[src/rtl/mips_ctrl_pkg.sv]
// Shared control definitions for the multicycle MIPS-subset CPU.
// Holds the main-decoder state encoding, opcode and aluop constants, the
// datapath mux-select encodings, the control-word payload and opcode helpers.
// The ALU decoder imports the same aluop constants so both ends agree.
package mips_ctrl_pkg;

    localparam int unsigned OPW    = 6;  // opcode field width
    localparam int unsigned ALUOPW = 2;  // aluop width, shared with the ALU decoder
    localparam int unsigned STATEW = 4;  // main FSM state register width

    // Main control FSM states; encodings 12..15 are unused.
    typedef enum logic [STATEW-1:0] {
        FETCH    = 4'd0,
        DECODE   = 4'd1,
        MEMADR   = 4'd2,
        MEMRD    = 4'd3,
        MEMWB    = 4'd4,
        MEMWR    = 4'd5,
        RTYPE_EX = 4'd6,
        RTYPE_WB = 4'd7,
        BEQ      = 4'd8,
        ADDI_EX  = 4'd9,
        ADDI_WB  = 4'd10,
        JUMP     = 4'd11
    } state_t;

    // Supported opcodes (instr[31:26]).
    localparam logic [OPW-1:0] OP_LW    = 6'b100011;
    localparam logic [OPW-1:0] OP_SW    = 6'b101011;
    localparam logic [OPW-1:0] OP_RTYPE = 6'b000000;
    localparam logic [OPW-1:0] OP_BEQ   = 6'b000100;
    localparam logic [OPW-1:0] OP_ADDI  = 6'b001000;
    localparam logic [OPW-1:0] OP_J     = 6'b000010;

    // ALU operation class handed to the ALU decoder.
    localparam logic [ALUOPW-1:0] ALUOP_ADD   = 2'b00;
    localparam logic [ALUOPW-1:0] ALUOP_SUB   = 2'b01;
    localparam logic [ALUOPW-1:0] ALUOP_FUNCT = 2'b10;

    // ALU B operand select.
    localparam logic [1:0] SRCB_RT     = 2'b00;
    localparam logic [1:0] SRCB_FOUR   = 2'b01;
    localparam logic [1:0] SRCB_IMM    = 2'b10;
    localparam logic [1:0] SRCB_IMM_SH = 2'b11;

    // Next-PC select.
    localparam logic [1:0] PCSRC_ALU    = 2'b00;
    localparam logic [1:0] PCSRC_ALUOUT = 2'b01;
    localparam logic [1:0] PCSRC_JUMP   = 2'b10;

    // Full control word driven onto the datapath each cycle.
    typedef struct packed {
        logic              iord;
        logic              irwrite;
        logic              memwrite;
        logic              mem_req;
        logic              regdst;
        logic              memtoreg;
        logic              regwrite;
        logic              alusrca;
        logic [1:0]        alusrcb;
        logic [ALUOPW-1:0] aluop;
        logic [1:0]        pcsrc;
        logic              pcwrite;
        logic              branch;
        logic              instr_done;
        logic              illegal_op;
    } ctrl_t;

    // True for every opcode the main decoder can sequence.
    function automatic logic op_legal(input logic [OPW-1:0] op);
        case (op)
            OP_LW, OP_SW, OP_RTYPE, OP_BEQ, OP_ADDI, OP_J: op_legal = 1'b1;
            default:                                       op_legal = 1'b0;
        endcase
    endfunction

    // State entered from DECODE; unsupported opcodes return straight to FETCH.
    function automatic state_t decode_target(input logic [OPW-1:0] op);
        case (op)
            OP_LW, OP_SW: decode_target = MEMADR;
            OP_RTYPE:     decode_target = RTYPE_EX;
            OP_BEQ:       decode_target = BEQ;
            OP_ADDI:      decode_target = ADDI_EX;
            OP_J:         decode_target = JUMP;
            default:      decode_target = FETCH;
        endcase
    endfunction

endpackage

[src/rtl/multicycle_maindec.sv]
// Multicycle main control FSM for the MIPS-subset CPU.
// Steps each instruction through fetch/decode/execute/memory/writeback and
// drives every datapath enable and mux select as a Moore decode of state.
// Only the FETCH pcwrite/irwrite and the instr_done pulse look at mem_ready.
// Ports:
//   clk, reset          clock (rising edge), asynchronous active-high reset
//   op                  instr[31:26] from the instruction register
//   mem_ready           memory access completes this cycle
//   iord, irwrite       memory address select, instruction register load
//   memwrite, mem_req   data memory write strobe, memory access request
//   regdst, memtoreg    write-register select, writeback select
//   regwrite            register file write
//   alusrca, alusrcb    ALU operand selects
//   aluop               operation class for the ALU decoder
//   pcsrc, pcwrite      next-PC select, unconditional PC load
//   branch              PC load qualified by zero
//   instr_done          pulse on the last cycle of each instruction
//   illegal_op          pulse in DECODE for an unsupported opcode
module multicycle_maindec
    import mips_ctrl_pkg::*;
(
    input  logic              clk,
    input  logic              reset,
    input  logic [OPW-1:0]    op,
    input  logic              mem_ready,
    output logic              iord,
    output logic              irwrite,
    output logic              memwrite,
    output logic              mem_req,
    output logic              regdst,
    output logic              memtoreg,
    output logic              regwrite,
    output logic              alusrca,
    output logic [1:0]        alusrcb,
    output logic [ALUOPW-1:0] aluop,
    output logic [1:0]        pcsrc,
    output logic              pcwrite,
    output logic              branch,
    output logic              instr_done,
    output logic              illegal_op
);

    state_t state;
    state_t state_next;
    ctrl_t  ctrl;

    // State register; reset aborts any instruction in flight.
    always_ff @(posedge clk or posedge reset) begin
        if (reset) begin
            state <= FETCH;
        end else begin
            state <= state_next;
        end
    end

    // Next-state logic; op only matters in DECODE and MEMADR.
    always_comb begin
        state_next = state;
        case (state)
            FETCH:    if (mem_ready) state_next = DECODE;
            DECODE:   state_next = decode_target(op);
            MEMADR:   state_next = (op == OP_SW) ? MEMWR : MEMRD;
            MEMRD:    if (mem_ready) state_next = MEMWB;
            MEMWB:    state_next = FETCH;
            MEMWR:    if (mem_ready) state_next = FETCH;
            RTYPE_EX: state_next = RTYPE_WB;
            RTYPE_WB: state_next = FETCH;
            BEQ:      state_next = FETCH;
            ADDI_EX:  state_next = ADDI_WB;
            ADDI_WB:  state_next = FETCH;
            JUMP:     state_next = FETCH;
            default:  state_next = FETCH;
        endcase
    end

    // Control word decode; reset overrides everything so no strobe leaks
    // out while the state register is being forced.
    always_comb begin
        ctrl = '0;
        case (state)
            FETCH: begin
                ctrl.mem_req = 1'b1;
                ctrl.iord    = 1'b0;
                ctrl.alusrca = 1'b0;
                ctrl.alusrcb = SRCB_FOUR;
                ctrl.aluop   = ALUOP_ADD;
                ctrl.pcsrc   = PCSRC_ALU;
                ctrl.irwrite = mem_ready;
                ctrl.pcwrite = mem_ready;
            end
            DECODE: begin
                // Precompute the branch target into ALUOut.
                ctrl.alusrca = 1'b0;
                ctrl.alusrcb = SRCB_IMM_SH;
                ctrl.aluop   = ALUOP_ADD;
                if (!op_legal(op)) begin
                    ctrl.illegal_op = 1'b1;
                    ctrl.instr_done = 1'b1;
                end
            end
            MEMADR: begin
                ctrl.alusrca = 1'b1;
                ctrl.alusrcb = SRCB_IMM;
                ctrl.aluop   = ALUOP_ADD;
            end
            MEMRD: begin
                ctrl.mem_req = 1'b1;
                ctrl.iord    = 1'b1;
            end
            MEMWB: begin
                ctrl.regwrite   = 1'b1;
                ctrl.regdst     = 1'b0;
                ctrl.memtoreg   = 1'b1;
                ctrl.instr_done = 1'b1;
            end
            MEMWR: begin
                // Write strobe held through every wait cycle.
                ctrl.mem_req    = 1'b1;
                ctrl.iord       = 1'b1;
                ctrl.memwrite   = 1'b1;
                ctrl.instr_done = mem_ready;
            end
            RTYPE_EX: begin
                ctrl.alusrca = 1'b1;
                ctrl.alusrcb = SRCB_RT;
                ctrl.aluop   = ALUOP_FUNCT;
            end
            RTYPE_WB: begin
                ctrl.regwrite   = 1'b1;
                ctrl.regdst     = 1'b1;
                ctrl.memtoreg   = 1'b0;
                ctrl.instr_done = 1'b1;
            end
            BEQ: begin
                ctrl.alusrca    = 1'b1;
                ctrl.alusrcb    = SRCB_RT;
                ctrl.aluop      = ALUOP_SUB;
                ctrl.pcsrc      = PCSRC_ALUOUT;
                ctrl.branch     = 1'b1;
                ctrl.instr_done = 1'b1;
            end
            ADDI_EX: begin
                ctrl.alusrca = 1'b1;
                ctrl.alusrcb = SRCB_IMM;
                ctrl.aluop   = ALUOP_ADD;
            end
            ADDI_WB: begin
                ctrl.regwrite   = 1'b1;
                ctrl.regdst     = 1'b0;
                ctrl.memtoreg   = 1'b0;
                ctrl.instr_done = 1'b1;
            end
            JUMP: begin
                ctrl.pcsrc      = PCSRC_JUMP;
                ctrl.pcwrite    = 1'b1;
                ctrl.instr_done = 1'b1;
            end
            default: begin
                ctrl = '0;
            end
        endcase
        if (reset) begin
            ctrl = '0;
        end
    end

    assign iord       = ctrl.iord;
    assign irwrite    = ctrl.irwrite;
    assign memwrite   = ctrl.memwrite;
    assign mem_req    = ctrl.mem_req;
    assign regdst     = ctrl.regdst;
    assign memtoreg   = ctrl.memtoreg;
    assign regwrite   = ctrl.regwrite;
    assign alusrca    = ctrl.alusrca;
    assign alusrcb    = ctrl.alusrcb;
    assign aluop      = ctrl.aluop;
    assign pcsrc      = ctrl.pcsrc;
    assign pcwrite    = ctrl.pcwrite;
    assign branch     = ctrl.branch;
    assign instr_done = ctrl.instr_done;
    assign illegal_op = ctrl.illegal_op;

endmodule

[config.mk]
export PLATFORM = sky130hd
export DESIGN_NAME = multicycle_maindec
export DESIGN_NICKNAME = d
export VERILOG_FILES = /design/src/rtl/mips_ctrl_pkg.sv /design/src/rtl/multicycle_maindec.sv
export SDC_FILE = /design/constraint.sdc
export NUM_CORES = 1
export LEC_CHECK = 0
export ABC_AREA = 1
export BUFFER_PORTS_ARGS = -buffer_cell sky130_fd_sc_hd__buf_2
export CAP_MARGIN = 20
export CORE_ASPECT_RATIO = 1.25
export CORE_MARGIN = 2
export CORE_UTILIZATION = 35
export DETAILED_ROUTE_END_ITERATION = 8
export GPL_TIMING_DRIVEN = 0
export PLACE_DENSITY = 0.66
export SLEW_MARGIN = 30
export SYNTH_ARGS = -nofsm -noshare
export SYNTH_HDL_FRONTEND = slang
export SYNTH_SLANG_ARGS = --single-unit
[constraint.sdc]
create_clock -name clk -period 1.5 [get_ports clk]
set_clock_uncertainty 0.15 [all_clocks]
set_input_delay 0.075 -clock clk [delete_from_list [all_inputs] [get_ports clk]]
set_output_delay 0.075 -clock clk [all_outputs]
set_load 0.005 [all_outputs]
==> impl_results.rst, run 1 <==
.. list-table::
   :header-rows: 1

   * - Metric
     - Value
   * - Capturing point of the worst reg2reg path
     - state[2]
   * - Count of different cell masters after synthesis
     - 19
   * - Most frequent cells in the layout
     - sky130_fd_sc_hd__nand2_1, sky130_fd_sc_hd__buf_2, sky130_fd_sc_hd__nor2_1
   * - Largest net degree at the start of global routing
     - 11
   * - Height of the chip
     - 49.29 µm
   * - Count of cells along the worst register-to-register path
     - 10
   * - Antenna-violating nets left
     - 0
   * - Number of cells on the worst hold path
     - 5
   * - Worst Setup Slack, final
     - -0.1340 ns
   * - Portion of total power attributed to combinational logic
     - 69.8%
   * - Hold crit path type
     - in -> reg
   * - Final count of negative-setup-slack endpoints
     - 10
   * - Synth Area in XOR/XNOR
     - 0%
   * - Post-synthesis share of cell area spent on and, or, nand and nor gates
     - 60.13%
   * - Number of vias per cell
     - 4.927
   * - Final critical-path share of the clock period
     - 108.9%
   * - CP max stage delay
     - 0.48 ns
   * - Global-route congestion overflow total
     - 0
   * - TritonCTS clock tree
     - built
   * - Power per standard cell area
     - 1284 nW/µm²
   * - Last weighted congestion value of the routability-driven placer
     - 0.8032
   * - Most repeated library cell on the critical path
     - sky130_fd_sc_hd__nor2_1
   * - Final core utilization
     - 58.25%
   * - Setup repair after global routing missed its margin
     - yes
   * - Worst-path maximum fanout
     - 6
   * - Type of element capturing the critical path
     - output pin
   * - Sequential area share after synthesis
     - 17.43%
   * - Complex-gate fraction of the synthesized area
     - 7.407%
   * - Placeable core region
     - 1562 µm²
   * - Flip-flop count of the largest register after layout
     - 4
   * - Number of I/O port buffers
     - 25
   * - YS warnings
     - 0
   * - Clock tree sinks
     - 4
   * - Category of the worst setup path launch point
     - register
   * - Number of buffers on the longest clock path
     - 2
   * - Floorplan die area
     - 1983 µm²
   * - Iter 0 DRT Violations
     - 7
   * - Final count of hold timing violations
     - 0
   * - Fraction of synthesized area in multiplexers
     - 0%
   * - Via count of the first global-routing pass
     - 736
   * - Count of final max-slew check failures
     - 0
   * - Worst path buffer plus inverter count
     - 2
   * - Growth of design area from synthesis to finish
     - 58.39%
   * - HPWL after detailed placement
     - 1.265 mm
   * - CTS buffer count
     - 3
   * - Max-cap viol count
     - 0
   * - Wire length reported by the detailed router
     - 1.848 mm
   * - Site Rows
     - 16
   * - Number of antenna violations at the first check in global routing
     - 0
   * - Post-route DRC violation count
     - 0
   * - Detailed-routing iteration count for the pre-antenna-repair pass
     - 4
   * - Post-layout min period
     - 1.634 ns
   * - Largest family of logic cells by synthesized area
     - simple AND/OR/NAND/NOR gates
   * - Clock transition at the registers of the reported paths
     - 0.04 ns
   * - Required time of the critical path
     - 1.27 ns
   * - Maximum frequency from static timing analysis
     - 612.0 MHz
   * - Clock Latency Late Sink
     - 0.23 ns
   * - Largest registers ranked by flip-flop count
     - state (4)
   * - Placement Cell Area
     - 721.9 µm²
   * - Leakage power
     - 0.5731 nW
   * - Number of instances in the synthesized netlist
     - 110
   * - Switching part of the total
     - 50.52%
   * - Normalized max-slew margin
     - 73.23%
   * - Origin of the worst min-delay path
     - op[2]
   * - Number of storage elements in the synthesis netlist
     - 4
   * - First-pass GRT wire length
     - 2.808 mm
   * - Root buf cell
     - sky130_fd_sc_hd__clkbuf_4
   * - Failing checks
     - negative setup slack
   * - Portion of total power attributed to the clock network
     - 11.0%
   * - Global router's overall resource usage
     - 19.29%
   * - Die Width
     - 40.23 µm
   * - Launching point of the worst reg2reg path
     - state[1]
   * - Total inserted antenna cells
     - 0
   * - Cell Area, Synth
     - 574.3 µm²
   * - Sum of internal, switching and leakage power
     - 1.168 mW
   * - Share of cells above drive strength 1
     - 46.26%
   * - Net Switching
     - 590.0 µW
   * - Number of fill cells
     - 152
   * - Count of boundary I/O pins
     - 27
   * - Pin slew with the least headroom to its limit
     - 0.4015 ns
   * - Highest ir drop seen on vdd
     - 0.8094 mV
   * - H-tree levels
     - 1
   * - Area occupied by multi-input gates
     - 465.4 µm²
   * - Register with the highest flop count
     - state
   * - Cell area after layout
     - 909.6 µm²
   * - Number of nets in the layout
     - 158
   * - Syn Nets
     - 119
   * - Area share of fa/ha/maj cells after synthesis
     - 0%
   * - Per-instance average area after synthesis
     - 5.221 µm²
   * - Wire length per cell after detailed routing
     - 11.20 µm
   * - Kind of critical path
     - reg -> out
   * - Vias post-DR
     - 813
   * - Category of cells accounting for the largest share of critical-path delay
     - flip-flops
   * - Arrival time of data at the critical path endpoint
     - 1.41 ns
   * - Pre-CTS worst setup slack
     - 0.01924 ns
   * - Internal Pwr Total
     - 577.8 µW
   * - Critical Path Slowest Stage Cell
     - sky130_fd_sc_hd__dfrtp_2
   * - Ordered list of cells on the worst path
     - nand2_2, inv_2, o21ai_2, nand3_1, nor2_1, nor2_1, buf_2
   * - Outcome
     - finished, violations left
   * - Combined flip-flop and latch cell area
     - 103.9 µm²
   * - Most frequent standard cell in the layout excluding fill and tap cells
     - sky130_fd_sc_hd__nand2_1
   * - Initial Util
     - 36.78%
   * - Worst setup slack for register-to-register paths
     - 0.02 ns
   * - Portion of total power attributed to sequential cells
     - 19.1%
   * - Worst Hold Path EP
     - state[1]
==> how the worst max path moves through the flow <==
stage	cells after the start	slack, ns	to	from
after CTS	8	-0.13	instr_done	state[2]
after global routing	8	-0.23	instr_done	state[1]
after floorplan	7	0.22	instr_done	state[2]
final	7	-0.13	instr_done	state[0]
after detailed placement	7	0.02	instr_done	state[0]
after global placement	7	0.03	instr_done	state[0]
==> routing by layer <==
metal	track usage (%)	routed length, µm
met5	0	0
met4	6.111	29
met3	2.740	65
met2	35.22	988
met1	21.01	764
==> cells in the mapped netlist <==
cell type	n	area share [%]
sky130_fd_sc_hd__o211ai_1	1	1.3
sky130_fd_sc_hd__a31oi_1	1	1.1
sky130_fd_sc_hd__nor2_2	2	2.2
sky130_fd_sc_hd__inv_2	1	0.65
sky130_fd_sc_hd__nand3_1	13	11
sky130_fd_sc_hd__o21ai_0	1	0.87
sky130_fd_sc_hd__a21oi_1	3	2.6
sky130_fd_sc_hd__buf_4	1	1.3
sky130_fd_sc_hd__clkbuf_1	2	1.3
sky130_fd_sc_hd__nor2_4	2	3.9
sky130_fd_sc_hd__nand2_2	3	3.3
sky130_fd_sc_hd__dfrtp_1	4	17
sky130_fd_sc_hd__nor4_1	1	1.1
sky130_fd_sc_hd__nor3_1	3	2.6
sky130_fd_sc_hd__inv_1	18	12
sky130_fd_sc_hd__nor2_1	20	13
sky130_fd_sc_hd__a41oi_1	1	1.5
sky130_fd_sc_hd__nand2_1	32	21
sky130_fd_sc_hd__nand3_2	1	1.7
==> tightest hold or removal path, delay by kind of cell <==
kind	cells	cell delay [ns]
AND/OR/NAND/NOR	2	0.13
AO/OA/AOI/OAI	2	0.15
buffers and inverters	1	0.10
==> what timing repair did <==
| item | 4_1_cts | 5_1_grt |
|---|---|---|
| hold buffers | 2 | 0 |
| buffers inserted | 5 | 2 |
| gates resized for setup | 18 | 14 |
| pin swaps | 8 | 13 |
| setup endpoints to repair | 11 | 18 |
| endpoints found under the hold margin | 5 | 0 |
==> power by group through the flow <==
stage          logic (mW)  clock network [mW]  registers [mW]
2_1_floorplan       0.443                   0           0.186
3_3_place_gp        0.607                   0           0.193
3_5_place_dp        0.615                   0           0.194
4_1_cts             0.725               0.137           0.209
5_1_grt             0.914               0.143           0.226
6_report            0.816               0.129           0.223
==> metrics by stage <==
stage | cells | hold WS [ns] | setup TNS, ns
final | 165 | 0.1263 | -0.5652
after global routing | 165 | 0.1510 | -1.838
after CTS | 163 | 0.1090 | -0.7110
after detailed placement | 153 | -0.04516 | 0
after global placement | 153 | -0.04297 | 0
after floorplan | 110 | -0.1267 | 0
==> logic make-up after synthesis <==
logic type,count (synthesis)
simple gates,77
buf+inv,22
compound gates,7
flops,4
==> layout make-up <==
cell class	count	share of cell area [%]
Buffer	3	1.651
Clock buffer	3	2.476
Inverter	19	7.840
Multi-Input combinational cell	84	51.17
Sequential cell	4	11.42
Tap cell	18	2.476
Timing Repair Buffer	34	22.97
Power figures use the tool's default switching activity.
==> inputs of run 2 (changes only) <==
- BUFFER_PORTS_ARGS: -buffer_cell sky130_fd_sc_hd__buf_2 -> unset
- DONT_BUFFER_PORTS: unset -> 1
- PLACE_DENSITY: 0.66 -> 0.52
==> impl_results.rst, run 2 (synthesized netlist as in run 1, its figures left out) <==
.. list-table::
   :header-rows: 1

   * - Metric
     - Value
   * - Sum of negative setup slack
     - -0.3239 ns (+0.2413 ns)
   * - Iter 0 DRT Violations
     - 8 (+1)
   * - Clock tree sinks
     - 4 (unchanged)
   * - Vias post-DR
     - 742 (-8.7%)
   * - Flip-flop count of the largest register after layout
     - 4 (unchanged)
   * - Initial Util
     - 36.78% (unchanged)
   * - Max-cap viol count
     - 0 (unchanged)
   * - Final count of hold timing violations
     - 0 (unchanged)
   * - First-pass GRT wire length
     - 2.518 mm (-10%)
   * - Sum of internal, switching and leakage power
     - 1.163 mW (-0.43%)
   * - Final core utilization
     - 50.48% (-7.8 points)
   * - Share of cells above drive strength 1
     - 29.13% (-17 points)
   * - Type of element capturing the critical path
     - output pin
   * - Final count of negative-setup-slack endpoints
     - 6 (-4)
   * - Die Width
     - 40.23 µm (unchanged)
   * - Combined flip-flop and latch cell area
     - 103.9 µm² (unchanged)
   * - Number of fill cells
     - 159 (+4.6%)
   * - Most frequent cells in the layout
     - sky130_fd_sc_hd__nand2_1, sky130_fd_sc_hd__inv_1, sky130_fd_sc_hd__nor2_1
   * - Floorplan die area
     - 1983 µm² (unchanged)
   * - Worst-case hold slack
     - 0.02306 ns (-0.1032 ns)
   * - Root buf cell
     - sky130_fd_sc_hd__clkbuf_4
   * - CTS buffer count
     - 3 (unchanged)
   * - Post-route DRC violation count
     - 0 (unchanged)
   * - Growth of design area from synthesis to finish
     - 37.25%
   * - Last weighted congestion value of the routability-driven placer
     - 0.7664 (-4.6%)
   * - Number of vias per cell
     - 5.117 (+3.9%)
   * - Clock Latency Late Sink
     - 0.25 ns (+0.02 ns)
   * - Pre-CTS worst setup slack
     - 0.08900 ns (+0.06976 ns)
   * - Hold crit path type
     - in -> reg
   * - H-tree levels
     - 1 (unchanged)
   * - HPWL after detailed placement
     - 1.215 mm (-4.0%)
   * - Area occupied by multi-input gates
     - 437.9 µm² (-5.9%)
   * - Worst-path maximum fanout
     - 5 (-1)
   * - Number of nets in the layout
     - 138 (-13%)
   * - Count of boundary I/O pins
     - 27 (unchanged)
   * - Arrival time of data at the critical path endpoint
     - 1.35 ns (-0.06 ns)
   * - Highest ir drop seen on vdd
     - 0.4591 mV (-43%)
   * - Global-route congestion overflow total
     - 0 (unchanged)
   * - Wire length per cell after detailed routing
     - 11.97 µm (+6.8%)
   * - Kind of critical path
     - reg -> out
   * - Cell area after layout
     - 788.3 µm² (-13%)
   * - Placeable core region
     - 1562 µm² (unchanged)
   * - Wire length reported by the detailed router
     - 1.735 mm (-6.1%)
   * - Maximum frequency from static timing analysis
     - 635.0 MHz (+3.8%)
   * - Failing checks
     - negative setup slack
   * - Number of antenna violations at the first check in global routing
     - 0 (unchanged)
   * - Power per standard cell area
     - 1475 nW/µm² (+15%)
   * - Number of placed cells counting well taps
     - 128 (-16%)
   * - Category of the worst setup path launch point
     - register
   * - Worst Setup Slack, final
     - -0.07478 ns (+0.05923 ns)
   * - Leakage power
     - 0.4545 nW (-21%)
   * - Most frequent standard cell in the layout excluding fill and tap cells
     - sky130_fd_sc_hd__nand2_1
   * - Clock transition at the registers of the reported paths
     - 0.04 ns (about the same)
   * - Number of I/O port buffers
     - 0 (-100%)
   * - Total inserted antenna cells
     - 0 (unchanged)
   * - Number of buffers on the longest clock path
     - 2 (unchanged)
   * - Detailed-routing iteration count for the pre-antenna-repair pass
     - 4 (unchanged)
   * - Height of the chip
     - 49.29 µm (unchanged)
   * - Global router's overall resource usage
     - 18.06% (-1.2 points)
   * - Antenna-violating nets left
     - 0 (unchanged)
   * - Required time of the critical path
     - 1.27 ns (about the same)
   * - Post-layout min period
     - 1.575 ns (-0.05923 ns)
   * - Placement Cell Area
     - 596.8 µm² (-17%)
   * - Register with the highest flop count
     - state
   * - Final critical-path share of the clock period
     - 105.0% (-3.9 points)
   * - Normalized max-slew margin
     - 68.99% (-4.2 points)
   * - TritonCTS clock tree
     - built
   * - Post-route non-filler standard cell count
     - 145 (-12%)
   * - Outcome
     - finished, violations left
   * - Setup repair after global routing missed its margin
     - yes
   * - Via count of the first global-routing pass
     - 657 (-11%)
   * - Pin slew with the least headroom to its limit
     - 0.4652 ns (+0.06370 ns)
   * - Site Rows
     - 16 (unchanged)
   * - Largest registers ranked by flip-flop count
     - state (4)
   * - Largest net degree at the start of global routing
     - 11 (unchanged)
   * - Count of final max-slew check failures
     - 0 (unchanged)
run 2: changes by cell type in the layout (fill, tap and decap cells not counted), sizes merged:
| cell | before | now |
|---|---|---|
| buf | 33 | 11 |
| dlygate4sd3 | 2 | 4 |
run 2: path summary, 6_finish.rpt:
check	startpoint	endpoint	slack [ns]	cells past startpoint
max reg2reg	state[1]	state[1]	0.05	7
max in group asynchronous	reset	state[2]	0.72	3
min in group asynchronous	reset	state[1]	0.28	3
min	op[3]	state[2]	0.02	6
min reg2reg	state[0]	state[0]	0.46	2
max	state[1]	alusrcb[1]	-0.07	6
run 2: worst max-delay path, cell delays in order (launching register included):
cell                      delay [ns]
sky130_fd_sc_hd__dfrtp_2        0.44
sky130_fd_sc_hd__inv_2          0.08
sky130_fd_sc_hd__nand2_4        0.07
sky130_fd_sc_hd__buf_4          0.14
sky130_fd_sc_hd__inv_1          0.06
sky130_fd_sc_hd__nand2_1        0.10
sky130_fd_sc_hd__a31oi_1        0.21
run 2: area by class of cell:
cell class                 count  share of cell area, %
tap                           18                  2.857
sequential                     4                  13.17
inverter                      19                  9.048
multi-input combinational     84                  55.56
clock buffer                   3                  2.857
timing repair buffer          14                  14.60
buffer                         3                  1.905
run 2: routing by layer:
layer  part of all wire [%]  global-route usage (%)  vias up
met5                      0                       0        -
met4                    1.6                   6.667        0
met3                    4.0                   2.740        2
met2                     56                   34.68       22
met1                     38                   17.28      342
li1                       -                       -      376
run 2: repair_timing:
action,CTS,global route
hold endpoints to repair,7,0
setup endpoints to repair,7,14
setup buffers,7,3
gates resized for setup,6,11
pin swaps,3,6
hold buffers,4,0
run 2: power breakdown:
group	switching (mW)	leakage [nW]	internal, mW
Sequential	0.0633	0.0488	0.149
Clock	0.0528	0.0138	0.0901
Combinational	0.449	0.392	0.359
Total	0.565	0.454	0.598
